--- config.mk ---
export PLATFORM = sky130hd
export DESIGN_NAME = dmem_result_dumper
export DESIGN_NICKNAME = d
export VERILOG_FILES = /design/src/rtl/dmem_result_dumper.sv
export SDC_FILE = /design/constraint.sdc
export NUM_CORES = 1
export LEC_CHECK = 0
export ABC_AREA = 0
export CAP_MARGIN = 5
export CORE_ASPECT_RATIO = 2
export CORE_UTILIZATION = 40
export CTS_CLUSTER_DIAMETER = 80
export DETAILED_ROUTE_END_ITERATION = 8
export PLACE_DENSITY = 0.69
export SETUP_SLACK_MARGIN = 0.5
export SLEW_MARGIN = 10
export SYNTH_ARGS = -nofsm -noshare
export SYNTH_HDL_FRONTEND = slang
export SYNTH_SLANG_ARGS = --single-unit
--- constraint.sdc ---
create_clock -name clk -period 5.85 [get_ports clk]
set_clock_uncertainty 0.1 [all_clocks]
set_input_delay 1.17 -clock clk [delete_from_list [all_inputs] [get_ports clk]]
set_output_delay 1.17 -clock clk [all_outputs]
set_load 0.03 [all_outputs]
--- src/rtl/dmem_result_dumper.sv ---
// Reads a window of data-BRAM words after a start request and streams each word
// LSB byte first over an 8N1 UART transmitter so a host can capture the results.
module dmem_result_dumper #(
  parameter int ADDR_WIDTH   = 10,
  parameter int START_ADDR   = 0,
  parameter int NUM_WORDS    = 16,
  parameter int CLKS_PER_BIT = 868
) (
  input  logic                  clk,
  input  logic                  reset_n,
  input  logic                  i_start,
  output logic                  o_mem_en,
  output logic [ADDR_WIDTH-1:0] o_mem_addr,
  input  logic [31:0]           i_mem_rd_data,
  output logic                  o_uart_tx,
  output logic                  o_busy,
  output logic                  o_done
);

  localparam int BAUD_W = (CLKS_PER_BIT > 2) ? $clog2(CLKS_PER_BIT) : 1;
  localparam int WCNT_W = ADDR_WIDTH + 1;
  localparam logic [BAUD_W-1:0]     BAUD_LAST  = BAUD_W'(CLKS_PER_BIT - 1);
  localparam logic [WCNT_W-1:0]     WORD_TOTAL = WCNT_W'(NUM_WORDS);
  localparam logic [ADDR_WIDTH-1:0] ADDR_FIRST = ADDR_WIDTH'(START_ADDR);

  typedef enum logic [3:0] {
    IDLE,
    RD_REQ,
    RD_WAIT,
    LOAD,
    TX_START,
    TX_DATA,
    TX_STOP,
    NEXT,
    FINISH
  } state_t;

  state_t                state_q, state_d;
  logic [BAUD_W-1:0]     baud_q, baud_d;
  logic [2:0]            bit_q, bit_d;
  logic [1:0]            byte_q, byte_d;
  logic [WCNT_W-1:0]     word_q, word_d;
  logic [ADDR_WIDTH-1:0] addr_q, addr_d;
  logic [31:0]           shift_q, shift_d;
  logic                  tx_q, tx_d;
  logic                  mem_en_q, mem_en_d;
  logic                  busy_q, busy_d;
  logic                  done_q, done_d;
  logic                  baud_end;

  always_comb begin
    state_d  = state_q;
    baud_d   = baud_q;
    bit_d    = bit_q;
    byte_d   = byte_q;
    word_d   = word_q;
    addr_d   = addr_q;
    shift_d  = shift_q;
    baud_end = (baud_q == BAUD_LAST);

    case (state_q)
      IDLE, FINISH: begin
        if (i_start) begin
          state_d = RD_REQ;
          word_d  = '0;
          addr_d  = ADDR_FIRST;
        end
      end
      RD_REQ:  state_d = RD_WAIT;
      RD_WAIT: begin
        // BRAM data is valid only during this cycle, so the snapshot is taken
        // on the edge that enters LOAD.
        shift_d = i_mem_rd_data;
        state_d = LOAD;
      end
      LOAD: begin
        byte_d  = 2'd0;
        bit_d   = 3'd0;
        baud_d  = '0;
        state_d = TX_START;
      end
      TX_START: begin
        if (baud_end) begin
          baud_d  = '0;
          bit_d   = 3'd0;
          state_d = TX_DATA;
        end else begin
          baud_d = baud_q + 1'b1;
        end
      end
      TX_DATA: begin
        if (baud_end) begin
          baud_d = '0;
          if (bit_q == 3'd7) begin
            bit_d   = 3'd0;
            state_d = TX_STOP;
          end else begin
            bit_d = bit_q + 3'd1;
          end
        end else begin
          baud_d = baud_q + 1'b1;
        end
      end
      TX_STOP: begin
        if (baud_end) begin
          baud_d = '0;
          if (byte_q != 2'd3) begin
            byte_d  = byte_q + 2'd1;
            shift_d = {8'h00, shift_q[31:8]};
            state_d = TX_START;
          end else begin
            state_d = NEXT;
          end
        end else begin
          baud_d = baud_q + 1'b1;
        end
      end
      NEXT: begin
        word_d = word_q + WCNT_W'(1);
        addr_d = addr_q + 1'b1;
        if (word_d == WORD_TOTAL) begin
          state_d = FINISH;
        end else begin
          state_d = RD_REQ;
        end
      end
      default: state_d = IDLE;
    endcase

    // Outputs are registered from the next state so the serial line is glitch-free.
    mem_en_d = (state_d == RD_REQ);
    busy_d   = !((state_d == IDLE) || (state_d == FINISH));
    done_d   = (state_d == FINISH);
    case (state_d)
      TX_START: tx_d = 1'b0;
      TX_DATA:  tx_d = shift_d[bit_d];
      default:  tx_d = 1'b1;
    endcase
  end

  always_ff @(posedge clk or negedge reset_n) begin
    if (!reset_n) begin
      state_q  <= IDLE;
      baud_q   <= '0;
      bit_q    <= 3'd0;
      byte_q   <= 2'd0;
      word_q   <= '0;
      addr_q   <= ADDR_FIRST;
      shift_q  <= 32'd0;
      tx_q     <= 1'b1;
      mem_en_q <= 1'b0;
      busy_q   <= 1'b0;
      done_q   <= 1'b0;
    end else begin
      state_q  <= state_d;
      baud_q   <= baud_d;
      bit_q    <= bit_d;
      byte_q   <= byte_d;
      word_q   <= word_d;
      addr_q   <= addr_d;
      shift_q  <= shift_d;
      tx_q     <= tx_d;
      mem_en_q <= mem_en_d;
      busy_q   <= busy_d;
      done_q   <= done_d;
    end
  end

  assign o_mem_en   = mem_en_q;
  assign o_mem_addr = addr_q;
  assign o_uart_tx  = tx_q;
  assign o_busy     = busy_q;
  assign o_done     = done_q;

endmodule

==> results of run 1 <==
-- synth_stat cells (3+ instances only) --
| master | instances |
|---|---|
| mux2i_1 | 3 |
| o31ai_1 | 4 |
| nor3_1 | 4 |
| xor2_1 | 7 |
| inv_1 | 8 |
| a211oi_1 | 5 |
| ha_1 | 6 |
| nor2b_1 | 3 |
| nand3b_1 | 4 |
| a22o_1 | 15 |
| or2_2 | 3 |
| and3_1 | 12 |
| a21o_1 | 5 |
| nor2_1 | 13 |
| nand2b_1 | 4 |
| nand2_1 | 70 |
| o2bb2ai_1 | 3 |
| nand3_1 | 24 |
| dfrtp_1 | 75 |
| buf_1 | 3 |
| a22oi_1 | 18 |
| a21oi_1 | 6 |
| clkbuf_1 | 14 |
| or3b_2 | 3 |
| o21ai_0 | 38 |
-- worst max-delay path, delay by kind of cell, from the launching register on --
| family | cells | cell delay [ns] |
|---|---|---|
| AOI/OAI and AO/OA | 3 | 0.40 |
| adders and majority gates | 1 | 0.21 |
| DFF | 1 | 0.37 |
| and+or+nand+nor | 4 | 1.96 |
-- flip-flops by register name, indices dropped and copies added, names as in the netlist, 2 cells and up --
signal      flops
bit_q           3
state_q         4
byte_q          2
shift_q        32
baud_q         10
o_mem_addr     10
word_q         11
-- metrics by stage --
step / hold WS (ns) / std cells / util (%) / instance area [um^2]
2_1_floorplan: 0.348 / 388 / - / 3750
3_3_place_gp: 0.363 / 521 / 47.6 / 4290
3_5_place_dp: 0.370 / 521 / 47.6 / 4290
4_1_cts: 0.390 / 537 / 51.1 / 4600
5_1_grt: 0.409 / 537 / 51.1 / 4600
6_report: 0.391 / 537 / 51.1 / 4600
-- metal layers --
| layer | vias up | wire (um) | global-route usage, % | part of all wire [%] |
|---|---|---|---|---|
| met4 | 0 | 119 | 9.89 | 1.4 |
| met5 | - | 0 | 0 | 0 |
| met2 | 81 | 4710 | 31.7 | 55 |
| li1 | 1498 | - | - | - |
| met1 | 1519 | 3430 | 22.2 | 40 |
| met3 | 9 | 245 | 2.76 | 2.9 |
-- layout make-up --
class | count | share of cell area (%)
Clock buffer | 10 | 5.19
Clock inverter | 6 | 1.52
Sequential cell | 76 | 41.4
Timing Repair Buffer | 50 | 10.7
Tap cell | 102 | 2.77
Inverter | 9 | 0.761
Multi-Input combinational cell | 284 | 37.7
-- where the power goes --
part | total [mW] | internal, mW | switching, mW
Combinational | 0.0471 | 0.0283 | 0.0188
Clock | 0.565 | 0.345 | 0.220
Sequential | 0.544 | 0.537 | 0.00655
-- kinds of logic after synthesis --
group           after synthesis  share of synthesized area [%]
compound gates              109                           20.1
xor+xnor                      7                           1.64
fa+ha+maj                     6                           2.00
buf+inv                      28                           2.97
flops                        76                           50.8
mux                           5                           1.50
simple gates                157                           21.0
-- worst max-delay path by stage --
stage | depth (start not counted) | from | end
after floorplan | 10 | baud_q[0] | o_uart_tx
after global placement | 5 | i_start | o_busy
after detailed placement | 8 | baud_q[0] | o_uart_tx
after CTS | 8 | baud_q[0] | o_uart_tx
after global routing | 8 | baud_q[0] | o_uart_tx
final | 8 | baud_q[0] | o_uart_tx
==> results.md, run 1 <==
- Post-synth top flop: dfrtp_1
- Element type at the critical path start: flop
- Final setup viols: 0
- Relative slew slack: a little over a third
- Initial antenna violation count: 0
- Reg-to-reg critical path startpoint: baud_q[0]
- Reg-to-reg critical path endpoint: o_uart_tx
- Number of nets still failing antenna checks after routing: 0
- Clock transition at the register clock pins on the worst setup and hold paths after CTS: 0.06 ns
- Ratio of cells with drive above 1 in the final layout: 8.51%
- Number of gates given a new drive strength after cts: 0
- FP Rows: 49
- RSZ-0062 raised after global routing: no
- Commonest non-fill, non-tap cells in the layout: dfrtp_1, nand2_1, clkdlybuf4s50_1, o21ai_0, nand3_1
- Run status: finished clean
- Number of flops mapped to enable cells by yosys: 0
- Overall track demand over capacity in global routing: a little under a fifth
- Number of standard cells after synthesis: 388
- First-pass GRT wire length: 14600 um
- Combined area of the multi-input logic cells: around 1700 um^2
- Number of nets in the synthesized netlist: roughly 430
- Most area-consuming cells after synthesis: dfrtp_1, nand2_1, o21ai_0, a22oi_1, a22o_1
- Least setup slack across all paths after layout: 2.75 ns
- Signed area change from the synthesized netlist to the final layout: 22.8%
- Hold Path Sink: byte_q[0]
- Clock sink total: 76
- TritonRoute pass-1 iters: 4
- Remaining global-route overflow: 0
- Startpoint of the worst hold path: byte_q[0]
- Largest driver fanout on the critical path: 18
- Detail Placement HPWL: 5940 um
- Vertical extent of the die: between 100 and 150 um
- R2r setup slk: 2.75 ns
- Count of final max-slew check failures: 0
- Post-synth cell types: 54
- Number of global-route vias before repair: 3080
- CTS tree: yes
- Hold-fix buffers, CTS: 0
- Final net count: 471
- Delay contributed by the slowest stage of the critical path: approximately 0.65 ns
- Worst IR Drop VDD: 193 uV
- Share of flip-flops with an asynchronous set or reset after synthesis: 100%
- Final hold vios: 0
- Worst-path cell chain: ha_1 -> or4b_4 -> nor3_1 -> and2_1 -> nand2_1 -> a31oi_1 -> a22oi_1 -> o21ai_1
- Share of the cycle needed by the critical path after routing: between 50 and 60%
- Synthesized flop and latch total: 76
- Effective utilization at floorplan: 41.6%
- Via count: 3107
- Setup crit end kind: flop
- Syn Area/Cell: ~9.7 um^2
- Final critical delay including setup and external delays: 3.10 ns
- Number of buffers inserted by port buffering: 48
- Start-to-end type of the worst setup path: flop to flop
- Floorplan die width: 70.4 um
- Final GP Congestion: 0.829
- Buffers inserted by post-CTS timing repair: 0
- Worst slew pin tran: between 0.9 and 1 ns
- Placement-stage worst setup slack: 2.79 ns
- Buffer depth of the longest clock path: 2
- Fill cell count: 827
- Per-cell routed wire length: about 16 um
- DRC errors left: 0
- FF-to-FF path depth: 8
- Pwr dens: 251 nW/um^2
- Required time reported for the critical path endpoint: 6.01 ns
- H-tree depth reported by CTS: 3
- Number of buffers added by the clock tree synthesis step: 9
- Worst path arrival time: 3.26 ns
- Number of primary I/O pins: between 40 and 50
- FF/Latch Area: roughly 1900 um^2
- Top-area cell type share of the netlist area: between 50% and 60%
- Yosys warning total: 0
- Max-Cap Viols: 0
- Largest net degree at the start of global routing: 77
- Worst-skew pair later-pin latency: around 0.33 ns
- Mapped Area: 3750 um^2
- Leakage dissipation: 1.94 nW
- Cell count of the worst hold path: 1
- Area of the core region: 9010 um^2
- Leading cell type in the layout, fill and taps excluded: dfrtp_1
- Upper clock frequency limit: 323 MHz
- Root buffer selected by CTS: clkbuf_16
- DIE AREA: 9780 um^2
- Tot Pwr: ~1.2 mW
- Slowest CP cell: and2_1
- Setup total negative slack: 0 ns
- Via density per instance: 5.79
- Hold Crit Class: flop to flop
- Post-synthesis sequential area ratio: 50.8%
- DRT Wirelength: 8500 um
- Synth area leader: dfrtp_1
- Iter 0 DRT Violations: roughly 240
- Count of antenna diodes in the layout: 0
Note: power is estimated with default switching activity, not from simulation.
==> inputs of run 2 (changes only) <==
==> constraint.sdc (replaced) <==
create_clock -name clk -period 2.9 [get_ports clk]
set_clock_uncertainty 0.1 [all_clocks]
set_input_delay 0.58 -clock clk [delete_from_list [all_inputs] [get_ports clk]]
set_output_delay 0.58 -clock clk [all_outputs]
set_load 0.03 [all_outputs]
==> results.md, run 2 (synthesized netlist as in run 1, its figures left out) <==
- Leading cell type in the layout, fill and taps excluded: dfrtp_1
- Area of the core region: 9010 um^2 (unchanged)
- Largest net degree at the start of global routing: 77 (unchanged)
- Root buffer selected by CTS: clkbuf_16
- Number of flip-flops under the largest register name: 32 (unchanged)
- Detail Placement HPWL: 6050 um (+1.8%)
- Remaining global-route overflow: 0 (unchanged)
- Per-cell routed wire length: 15.6 um (-1.1%)
- Overall track demand over capacity in global routing: 19.1% (+0.44 points)
- Max-Cap Viols: 0 (unchanged)
- R2r setup slk: 0.27 ns (-2.48 ns)
- Share of the cycle needed by the critical path after routing: 90.5% (+38 points)
- Post-route core utilization: 54.1% (+3.0 points)
- CTS tree: yes
- Biggest regs: shift_q (32), word_q (11)
- Count of antenna diodes in the layout: 0 (unchanged)
- Iter 0 DRT Violations: 210 (-11%)
- Setup total negative slack: 0 ns (unchanged)
- Count of final max-slew check failures: 0 (unchanged)
- Final setup viols: 0 (unchanged)
- Placement-stage worst setup slack: 0.138 ns (-2.65 ns)
- TritonRoute pass-1 iters: 4 (unchanged)
- Worst slew pin tran: 0.965 ns (-0.00372 ns)
- Vertical extent of the die: 139 um (unchanged)
- H-tree depth reported by CTS: 3 (unchanged)
- Number of buffers added by the clock tree synthesis step: 9 (unchanged)
- Final critical delay including setup and external delays: 2.63 ns (-0.471 ns)
- Largest driver fanout on the critical path: 7 (-11)
- Final hold vios: 0 (unchanged)
- RSZ-0062 raised after global routing: yes
- Via density per instance: 5.70 (-1.6%)
- Number of buffers inserted by port buffering: 48 (unchanged)
- Delay contributed by the slowest stage of the critical path: 0.61 ns (-0.04 ns)
- Most frequent cell on the critical path: o21ai_1
- Floorplan die width: 70.4 um (unchanged)
- Worst Hold Margin: 0.277 ns (-0.114 ns)
- FP Rows: 49 (unchanged)
- Element type at the critical path start: flop
- Via count: 3201 (+3.0%)
- Start-to-end type of the worst setup path: flop to flop
- Clock transition at the register clock pins on the worst setup and hold paths after CTS: 0.06 ns (about the same)
- Number of primary I/O pins: 49 (unchanged)
- Initial antenna violation count: 0 (unchanged)
- Worst-skew pair later-pin latency: 0.34 ns (about the same)
- Setup crit end kind: flop
- Worst path arrival time: 2.79 ns (-0.47 ns)
- Signed area change from the synthesized netlist to the final layout: 30.1%
- Slowest CP cell: or4_4
- Ratio of cells with drive above 1 in the final layout: 16.1% (+7.6 points)
- Buffer depth of the longest clock path: 2 (unchanged)
- Clock sink total: 76 (unchanged)
- FF-to-FF path depth: 7 (-1)
- Reg-to-reg critical path startpoint: state_q[1]
- Worst-path cell chain: or3b_2 -> or4_4 -> mux2_4 -> a211oi_2 -> o21ai_1 -> a22oi_1 -> o21ai_1
- Post-route cell area: 4870 um^2 (+5.9%)
- Number of nets still failing antenna checks after routing: 0 (unchanged)
- Pwr dens: 479 nW/um^2 (+91%)
- Upper clock frequency limit: 381 MHz (+18%)
- Post-detailed-placement cell area: 4380 um^2 (+2.0%)
- Least setup slack across all paths after layout: 0.274 ns (-2.48 ns)
- Run status: finished clean
- Effective utilization at floorplan: 41.6% (unchanged)
- Commonest non-fill, non-tap cells in the layout: dfrtp_1, nand2_1, clkdlybuf4s50_1, o21ai_0
- Largest register by flop count: shift_q
- Number of global-route vias before repair: 3103 (+0.75%)
- First-pass GRT wire length: 14800 um (+1.4%)
- Worst IR Drop VDD: 462 uV (+140%)
- Leakage dissipation: 2.07 nW (+6.9%)
- DIE AREA: 9780 um^2 (unchanged)
- DRC errors left: 0 (unchanged)
- Relative slew slack: 35.7% (+0.25 points)
- Required time reported for the critical path endpoint: 3.06 ns (-2.95 ns)
- DRT Wirelength: 8790 um (+3.5%)
- Hold Crit Class: input pin to asynchronous set/reset pin
- Final GP Congestion: 0.804 (-3.0%)
- Final net count: 496 (+5.3%)
- Reg-to-reg critical path endpoint: o_uart_tx
[run 2: changes by cell type in the layout (fill, tap and decap cells not counted), sizes merged]
cell	previous run	this run
inv	10	9
clkinvlp	0	2
nor2	15	16
clkinv	4	3
buf	3	27
[run 2: final cells by class]
class,instances,area (um^2)
flip-flops and latches,76,1900
clock inverters,6,71.3
repair buffers,74,693
well taps,102,128
fillers,805,4140
clock buffers,10,239
inverters,9,38.8
multi-input cells,285,1800
[run 2: worst max path at each step]
stage / from / endpoint / slack, ns / cells past startpoint
floorplan: baud_q[0] / o_uart_tx / 0.33 / 10
global placement: baud_q[0] / o_uart_tx / 0.21 / 9
detailed placement: baud_q[0] / o_uart_tx / 0.14 / 8
CTS: baud_q[0] / o_uart_tx / 0.23 / 9
global route: state_q[1] / o_uart_tx / 0.17 / 8
finish: state_q[1] / o_uart_tx / 0.27 / 7
[run 2: per-layer routing]
metal	up-vias	GRT usage [%]	wire (um)	share of wire, %
li1	1543	-	-	-
met1	1563	21.5	3430	39
met2	75	33.2	4820	55
met3	20	4.22	292	3.3
met4	0	9.37	250	2.8
met5	-	0	0	0
[run 2: where the power goes]
part / internal [mW] / total, mW / switching (mW) / leakage, nW
combinational: 0.0575 / 0.0945 / 0.0370 / 1.08
clock: 0.695 / 1.14 / 0.449 / 0.145
sequential: 1.08 / 1.10 / 0.0134 / 0.842
total: 1.84 / 2.34 / 0.499 / 2.07
[run 2: stage by stage]
step                      cells  power [mW]
after CTS                   558        2.37
final                       562        2.34
after detailed placement    531        1.21
after floorplan             388        1.14
after global placement      531        1.21
after global routing        562        2.42
[run 2: timing repair]
action	4_1_cts	5_1_grt
hold buffers	0	0
pin swaps	7	4
gates cloned	1	0
gates resized for setup	9	5
setup endpoints to repair	34	25
buffers inserted	10	4
[run 2: critical path: cells and delay by family (launching register included)]
kind,cells,cell delay (ns)
flip-flops,1,0.44
AND/OR/NAND/NOR,2,1.09
multiplexers,1,0.37
AO/OA/AOI/OAI,4,0.55
